<file path="src/rtl/sincronizador_codigo.sv">
// Word-alignment and lock controller for the 6-bit line-code receive path.
// Hunts for a code boundary, confirms it, then delivers aligned words and counts errors.

module CombinatoriaCodigo (
   input  logic [5:0] palabra,
   output logic       valida
);

   // Membership test against the fixed set of legal 6-bit codes
   always_comb begin
      valida = 1'b0;
      case (palabra)
         6'd1,  6'd2,  6'd3,  6'd5,  6'd10, 6'd12, 6'd13, 6'd15,
         6'd20, 6'd21, 6'd22, 6'd23, 6'd25, 6'd30, 6'd31, 6'd32,
         6'd33, 6'd35, 6'd50, 6'd51, 6'd52, 6'd53: valida = 1'b1;
         default: valida = 1'b0;
      endcase
   end

endmodule

module sincronizador_codigo #(
   parameter int CONFIRMA = 4,
   parameter int PERDIDA  = 3
) (
   input  logic        Reloj,
   input  logic        Reset,
   input  logic        BitEntrada,
   input  logic        BitValido,
   input  logic        BorraErrores,
   output logic [5:0]  Palabra,
   output logic        PalabraValida,
   output logic        ErrorCodigo,
   output logic        Enganchado,
   output logic [1:0]  Estado,
   output logic [15:0] CuentaErrores
);

   localparam logic [1:0] BUSCA      = 2'd0;
   localparam logic [1:0] VERIFICA   = 2'd1;
   localparam logic [1:0] ENGANCHADO = 2'd2;
   localparam logic [3:0] CONFIRMA_W = 4'(CONFIRMA);
   localparam logic [3:0] PERDIDA_W  = 4'(PERDIDA);

   logic [5:0]  registro_r;
   logic [2:0]  llenado_r;
   logic [2:0]  fase_r;
   logic [3:0]  confirma_r;
   logic [3:0]  consecutivos_r;
   logic [1:0]  estado_r;
   logic [5:0]  palabra_r;
   logic        palabra_valida_r;
   logic        error_codigo_r;
   logic        enganchado_r;
   logic [15:0] cuenta_r;

   logic [5:0]  ventana_s;
   logic        valida_s;
   logic        lleno_s;
   logic        frontera_s;
   logic [1:0]  estado_s;
   logic [2:0]  fase_s;
   logic [3:0]  confirma_s;
   logic [3:0]  consecutivos_s;
   logic        entrega_s;
   logic        incrementa_s;

   // The decoder looks at the window as it will be after this bit is shifted in
   assign ventana_s  = {registro_r[4:0], BitEntrada};
   assign lleno_s    = (llenado_r == 3'd5);
   assign frontera_s = (fase_r == 3'd5);

   CombinatoriaCodigo u_decodificador (
      .palabra (ventana_s),
      .valida  (valida_s)
   );

   // Next-state decision for the hunt / verify / lock controller
   always_comb begin
      estado_s       = estado_r;
      fase_s         = fase_r;
      confirma_s     = confirma_r;
      consecutivos_s = consecutivos_r;
      entrega_s      = 1'b0;
      incrementa_s   = 1'b0;
      if (BitValido) begin
         fase_s = frontera_s ? 3'd0 : fase_r + 3'd1;
         case (estado_r)
            BUSCA: begin
               if (lleno_s && valida_s) begin
                  estado_s   = VERIFICA;
                  fase_s     = 3'd0;
                  confirma_s = 4'd1;
               end else begin
                  estado_s = BUSCA;
               end
            end
            VERIFICA: begin
               if (frontera_s) begin
                  if (valida_s) begin
                     confirma_s = confirma_r + 4'd1;
                     if (confirma_s == CONFIRMA_W) begin
                        estado_s       = ENGANCHADO;
                        consecutivos_s = 4'd0;
                     end else begin
                        estado_s = VERIFICA;
                     end
                  end else begin
                     estado_s = BUSCA;
                  end
               end else begin
                  estado_s = VERIFICA;
               end
            end
            ENGANCHADO: begin
               if (frontera_s) begin
                  entrega_s = 1'b1;
                  if (!valida_s) begin
                     incrementa_s   = 1'b1;
                     consecutivos_s = consecutivos_r + 4'd1;
                     if (consecutivos_s == PERDIDA_W) begin
                        estado_s = BUSCA;
                     end else begin
                        estado_s = ENGANCHADO;
                     end
                  end else begin
                     consecutivos_s = 4'd0;
                  end
               end else begin
                  estado_s = ENGANCHADO;
               end
            end
            default: estado_s = BUSCA;
         endcase
      end else begin
         estado_s = estado_r;
      end
   end

   // State, window and registered outputs; the fill counter survives loss of lock
   always_ff @(posedge Reloj) begin
      if (Reset) begin
         registro_r       <= 6'd0;
         llenado_r        <= 3'd0;
         fase_r           <= 3'd0;
         confirma_r       <= 4'd0;
         consecutivos_r   <= 4'd0;
         estado_r         <= BUSCA;
         palabra_r        <= 6'd0;
         palabra_valida_r <= 1'b0;
         error_codigo_r   <= 1'b0;
         enganchado_r     <= 1'b0;
         cuenta_r         <= 16'd0;
      end else begin
         estado_r         <= estado_s;
         fase_r           <= fase_s;
         confirma_r       <= confirma_s;
         consecutivos_r   <= consecutivos_s;
         enganchado_r     <= (estado_s == ENGANCHADO);
         palabra_valida_r <= entrega_s;
         error_codigo_r   <= entrega_s & ~valida_s;
         if (BitValido) begin
            registro_r <= ventana_s;
            llenado_r  <= lleno_s ? llenado_r : llenado_r + 3'd1;
         end else begin
            registro_r <= registro_r;
            llenado_r  <= llenado_r;
         end
         if (entrega_s) begin
            palabra_r <= ventana_s;
         end else begin
            palabra_r <= palabra_r;
         end
         if (BorraErrores) begin
            cuenta_r <= 16'd0;
         end else if (incrementa_s && (cuenta_r != 16'hFFFF)) begin
            cuenta_r <= cuenta_r + 16'd1;
         end else begin
            cuenta_r <= cuenta_r;
         end
      end
   end

   assign Palabra       = palabra_r;
   assign PalabraValida = palabra_valida_r;
   assign ErrorCodigo   = error_codigo_r;
   assign Enganchado    = enganchado_r;
   assign Estado        = estado_r;
   assign CuentaErrores = cuenta_r;

endmodule

</file>
<file path="config.mk">
export PLATFORM = sky130hd
export DESIGN_NAME = sincronizador_codigo
export DESIGN_NICKNAME = d
export VERILOG_FILES = /design/src/rtl/sincronizador_codigo.sv
export SDC_FILE = /design/constraint.sdc
export NUM_CORES = 1
export LEC_CHECK = 0
export ABC_CLOCK_PERIOD_IN_PS = 3400
export CAP_MARGIN = 20
export CORE_ASPECT_RATIO = 0.9
export CORE_MARGIN = 1.5
export CORE_UTILIZATION = 55
export DETAILED_ROUTE_END_ITERATION = 16
export PLACE_DENSITY = 0.8
export RECOVER_POWER = 25
export SYNTH_ARGS = -nofsm -noshare
export SYNTH_HDL_FRONTEND = slang
export SYNTH_SLANG_ARGS = --single-unit
</file>
<file path="constraint.sdc">
create_clock -name Reloj -period 3.4 [get_ports Reloj]
set_input_delay 0.68 -clock Reloj [delete_from_list [all_inputs] [get_ports Reloj]]
set_output_delay 0.68 -clock Reloj [all_outputs]
set_load 0.02 [all_outputs]
</file>
==> run_results.csv <==
group,metric,value,unit
placed_design,dp.final_hpwl,3516,um
critical_path,worstPathMaxFanout,18,
critical_path,crit_arrival,3040,ps
timing,period_minus_slack,2821,ps
synth,mappedNetlistArea,2400,um^2
cts,clk_sinks,46,
synth,ys_async_sr_fraction,0,
critical_path,cp_common_cell,"sky130_fd_sc_hd__o21ai_0",
cts,clkSlewWorstSetupHoldPaths,80,ps
timing,slew_headroom,0.3870,
synth,synthesis.instances,272,
cts,htree_levels,2,
placed_design,place_congestion,0.8128,
cells_and_area,area_growth,16.27,%
cts,postCtsSetupBuffers,0,
cells_and_area,area_used_by_sequential_logic_in_the_layout,920.9,um^2
critical_path,setup.worst_path.end_class,"flop",
synth,mappedNetlistNets,283,
cells_and_area,multiInputGateArea,1378,um^2
timing,tightestPinTransition,919.5,ps
critical_path,cp_slowest_cell,"sky130_fd_sc_hd__clkbuf_1",
routing,remaining_number_of_nets_flagged_by_the_antenna_check_after_routing,0,
cts,cts_tree,"built",
synth,synth_enable_flop_cells,0,
routing,detailedRoute.firstIterationViolations,135,
critical_path,start_kind,"input pin",
routing,routed_via_count,2101,
critical_path,timing.critical_path.cells,"dlygate4sd3_1 -> clkbuf_1 -> nor2b_1 -> nor4b_2 -> o21ai_0 -> o21ai_0",
cts,ctsResizeCount,0,
die,boundaryPins,32,
cts,clkLatencyLatePin,290,ps
routing,wl_per_cell,14.52,um
die,die_h,65.67,um
cts,cts-root-buf,"sky130_fd_sc_hd__clkbuf_8",
timing,grt_setup_unrepaired,"no",
global_routing,antenna_found_initial,0,
cells_and_area,antenna_cells_inserted,0,
timing,final_min_period_over_clock_period,0.8297,
critical_path,critPathRequiredTime,3620,ps
timing,max_freq,0.3545,GHz
critical_path,critical_path_buf_inv_count,2,
routing,postRouteWirelength,5067,um
cells_and_area,fillCellCount,348,
die,start_util,0.5812,
cts,cts_hold_repair.buffers,0,
die,floorplan.die.width,72.63,um
critical_path,slowest_delay,700,ps
die,placement_rows,22,
global_routing,vias_in_the_first_global_route,1927,
routing,drtPass1Iterations,4,
outcome,result_of_the_run,"finished clean",
timing,final.setup.tns,0,ps
cells_and_area,num-nets-final,312,
worst_hold_path,holdCritPathClass,"reg2reg",
global_routing,grt_pass1_wl,8756,um
placed_design,placed_cells_incl_taps,342,
cells_and_area,drive_gt1_frac,0.07973,
timing,setup_viol,0,
cells_and_area,stdcell_count,349,
synth,synth_seq_area_share,0.3837,
global_routing,grtUsageTotal,0.2316,
timing,finalHoldViolCount,0,
synth,yosys_warnings,0,
routing,drc,0,
flow_run,maxCapViolations,0,
die,core_region_area,4129,um^2
synth,synth.distinct_cells,59,
synth,synth-seq-cells,46,
global_routing,grt_start_max_net_pins,38,
power_and_ir_drop,power.density,337.5,nW/um^2
cts,cts_inserted_buffers,5,
cts,cts.path.max_buffers,2,
die,fp.dieArea,4769,um^2
synth,syn_area_per_cell,8.823,um^2
power_and_ir_drop,total_leakage_power,0.9604,nW
critical_path,worst_path_dominant_cell_family,"buffers and inverters",
power_and_ir_drop,ir_worst_vdd,0.0001980,V
timing,drv_slew,0,
routing,route.detailed.vias_per_inst,6.020,
placed_design,port-buffer-count,31,
global_routing,grt_total_ovfl,0,
synth,flip_flop_cell_with_the_highest_count_after_synthesis,"sky130_fd_sc_hd__dfxtp_1",
timing,fin_skew,3.572,ps
timing,holdWs,461.9,ps
critical_path,timing_worst_setup_path_type,"in2reg",
cells_and_area,utilization,0.6758,
-- worst min-delay path: stages (launching register included) --
cell                      delay, ps
sky130_fd_sc_hd__dfxtp_1        320
sky130_fd_sc_hd__nand2_1         50
sky130_fd_sc_hd__a21oi_1         50
-- cells by family after synthesis --
kind of cell	after synthesis	synth area share
flip-flops	46	0.3837
buffers and inverters	18	0.04223
AND/OR/NAND/NOR	123	0.3029
multiplexers	7	0.02972
adder cells (fa/ha/maj)	7	0.03545
AO/OA/AOI/OAI	67	0.1914
XOR/XNOR	4	0.01460
-- final timing paths --
check / startpoint / end / slack (ps) / depth (start not counted)
hold / removal: Palabra[1] / Palabra[1] / 460 / 2
hold reg to reg: Palabra[1] / Palabra[1] / 460 / 2
setup / recovery: BitValido / confirma_r[3] / 580 / 6
setup reg to reg: registro_r[3] / CuentaErrores[8] / 1070 / 6
-- cell usage after synthesis (all sizes together), types with 2 or more instances --
library cell / number / area (um^2)
dfxtp: 46 / 920.9
xnor2: 2 / 17.52
nand3: 11 / 55.05
mux2i: 6 / 60.06
nor4b: 2 / 30.03
or4: 7 / 56.30
and2: 2 / 12.51
clkbuf: 6 / 32.53
buf: 7 / 50.04
or3: 8 / 52.55
a21oi: 27 / 135.1
a311oi: 2 / 23.77
xor2: 2 / 17.52
inv: 5 / 18.77
nand2: 28 / 112.6
nor3b: 3 / 22.52
nand4b: 5 / 43.79
o21ai: 17 / 96.35
nor3: 4 / 20.02
o31ai: 6 / 45.04
o211ai: 2 / 15.01
o41ai: 2 / 36.29
nor2b: 3 / 18.77
nor2: 20 / 77.58
and4: 3 / 26.28
and3: 6 / 42.54
nand4: 6 / 37.54
nand2b: 9 / 56.30
a31oi: 2 / 12.51
ha: 6 / 75.07
-- report_power, final --
part	internal [W]	switching (W)	leakage [nW]
registers	0.000546	0.0000104	0.372
clock network	0.000142	0.000172	0.0383
logic	0.0000302	0.0000414	0.550
-- sequential cells by signal, summed over array words and instances, names as in the netlist --
register,count
CuentaErrores,16
Palabra,6
registro_r,5
confirma_r,4
consecutivos_r,4
fase_r,3
llenado_r,3
Estado,2
Enganchado,1
ErrorCodigo,1
PalabraValida,1
-- area by class of cell --
cell class                 count  area share
sequential                    46      0.3300
inverter                       5    0.006726
tap                           48     0.02152
timing repair buffer          35      0.1206
clock buffer                   7     0.02735
multi-input combinational    208      0.4937
-- metrics by stage --
| stage | setup WS [ps] | cell area, um^2 | total power (W) |
|---|---|---|---|
| 2_1_floorplan | 1195 | 2400 | 0.0006221 |
| 3_3_place_gp | 473.2 | 2718 | 0.0006396 |
| 3_5_place_dp | 404.2 | 2718 | 0.0006413 |
| 4_1_cts | 711.1 | 2794 | 0.0009558 |
| 5_1_grt | 386.0 | 2790 | 0.0009846 |
| 6_report | 579.0 | 2790 | 0.0009416 |
-- cells in the final DEF (no fill, tap or decap), drive strengths merged, types with 3 or more instances in the layout --
master and n:
buf 3, inv 5, nand4 6, a21oi 27, nor2 20, nor2b 3
o21ai 17, mux2i 6, nor3 4, nand3 11, nand2b 9, and3 6
and4 3, clkbuf 8, clkdlybuf4s50 27, nand2 28, ha 6, or4 7
nand4b 5, dfxtp 46, nor3b 3, dlygate4sd3 4, o31ai 6, or3 8
-- per-layer routing --
layer	up-vias	share of wire	global-route usage
met5	-	0	0
met4	0	0.0097	0.07075
met1	988	0.49	0.3210
met3	5	0.046	0.04448
li1	1064	-	-
met2	44	0.46	0.3635
Note: power is estimated with default switching activity, not from simulation.
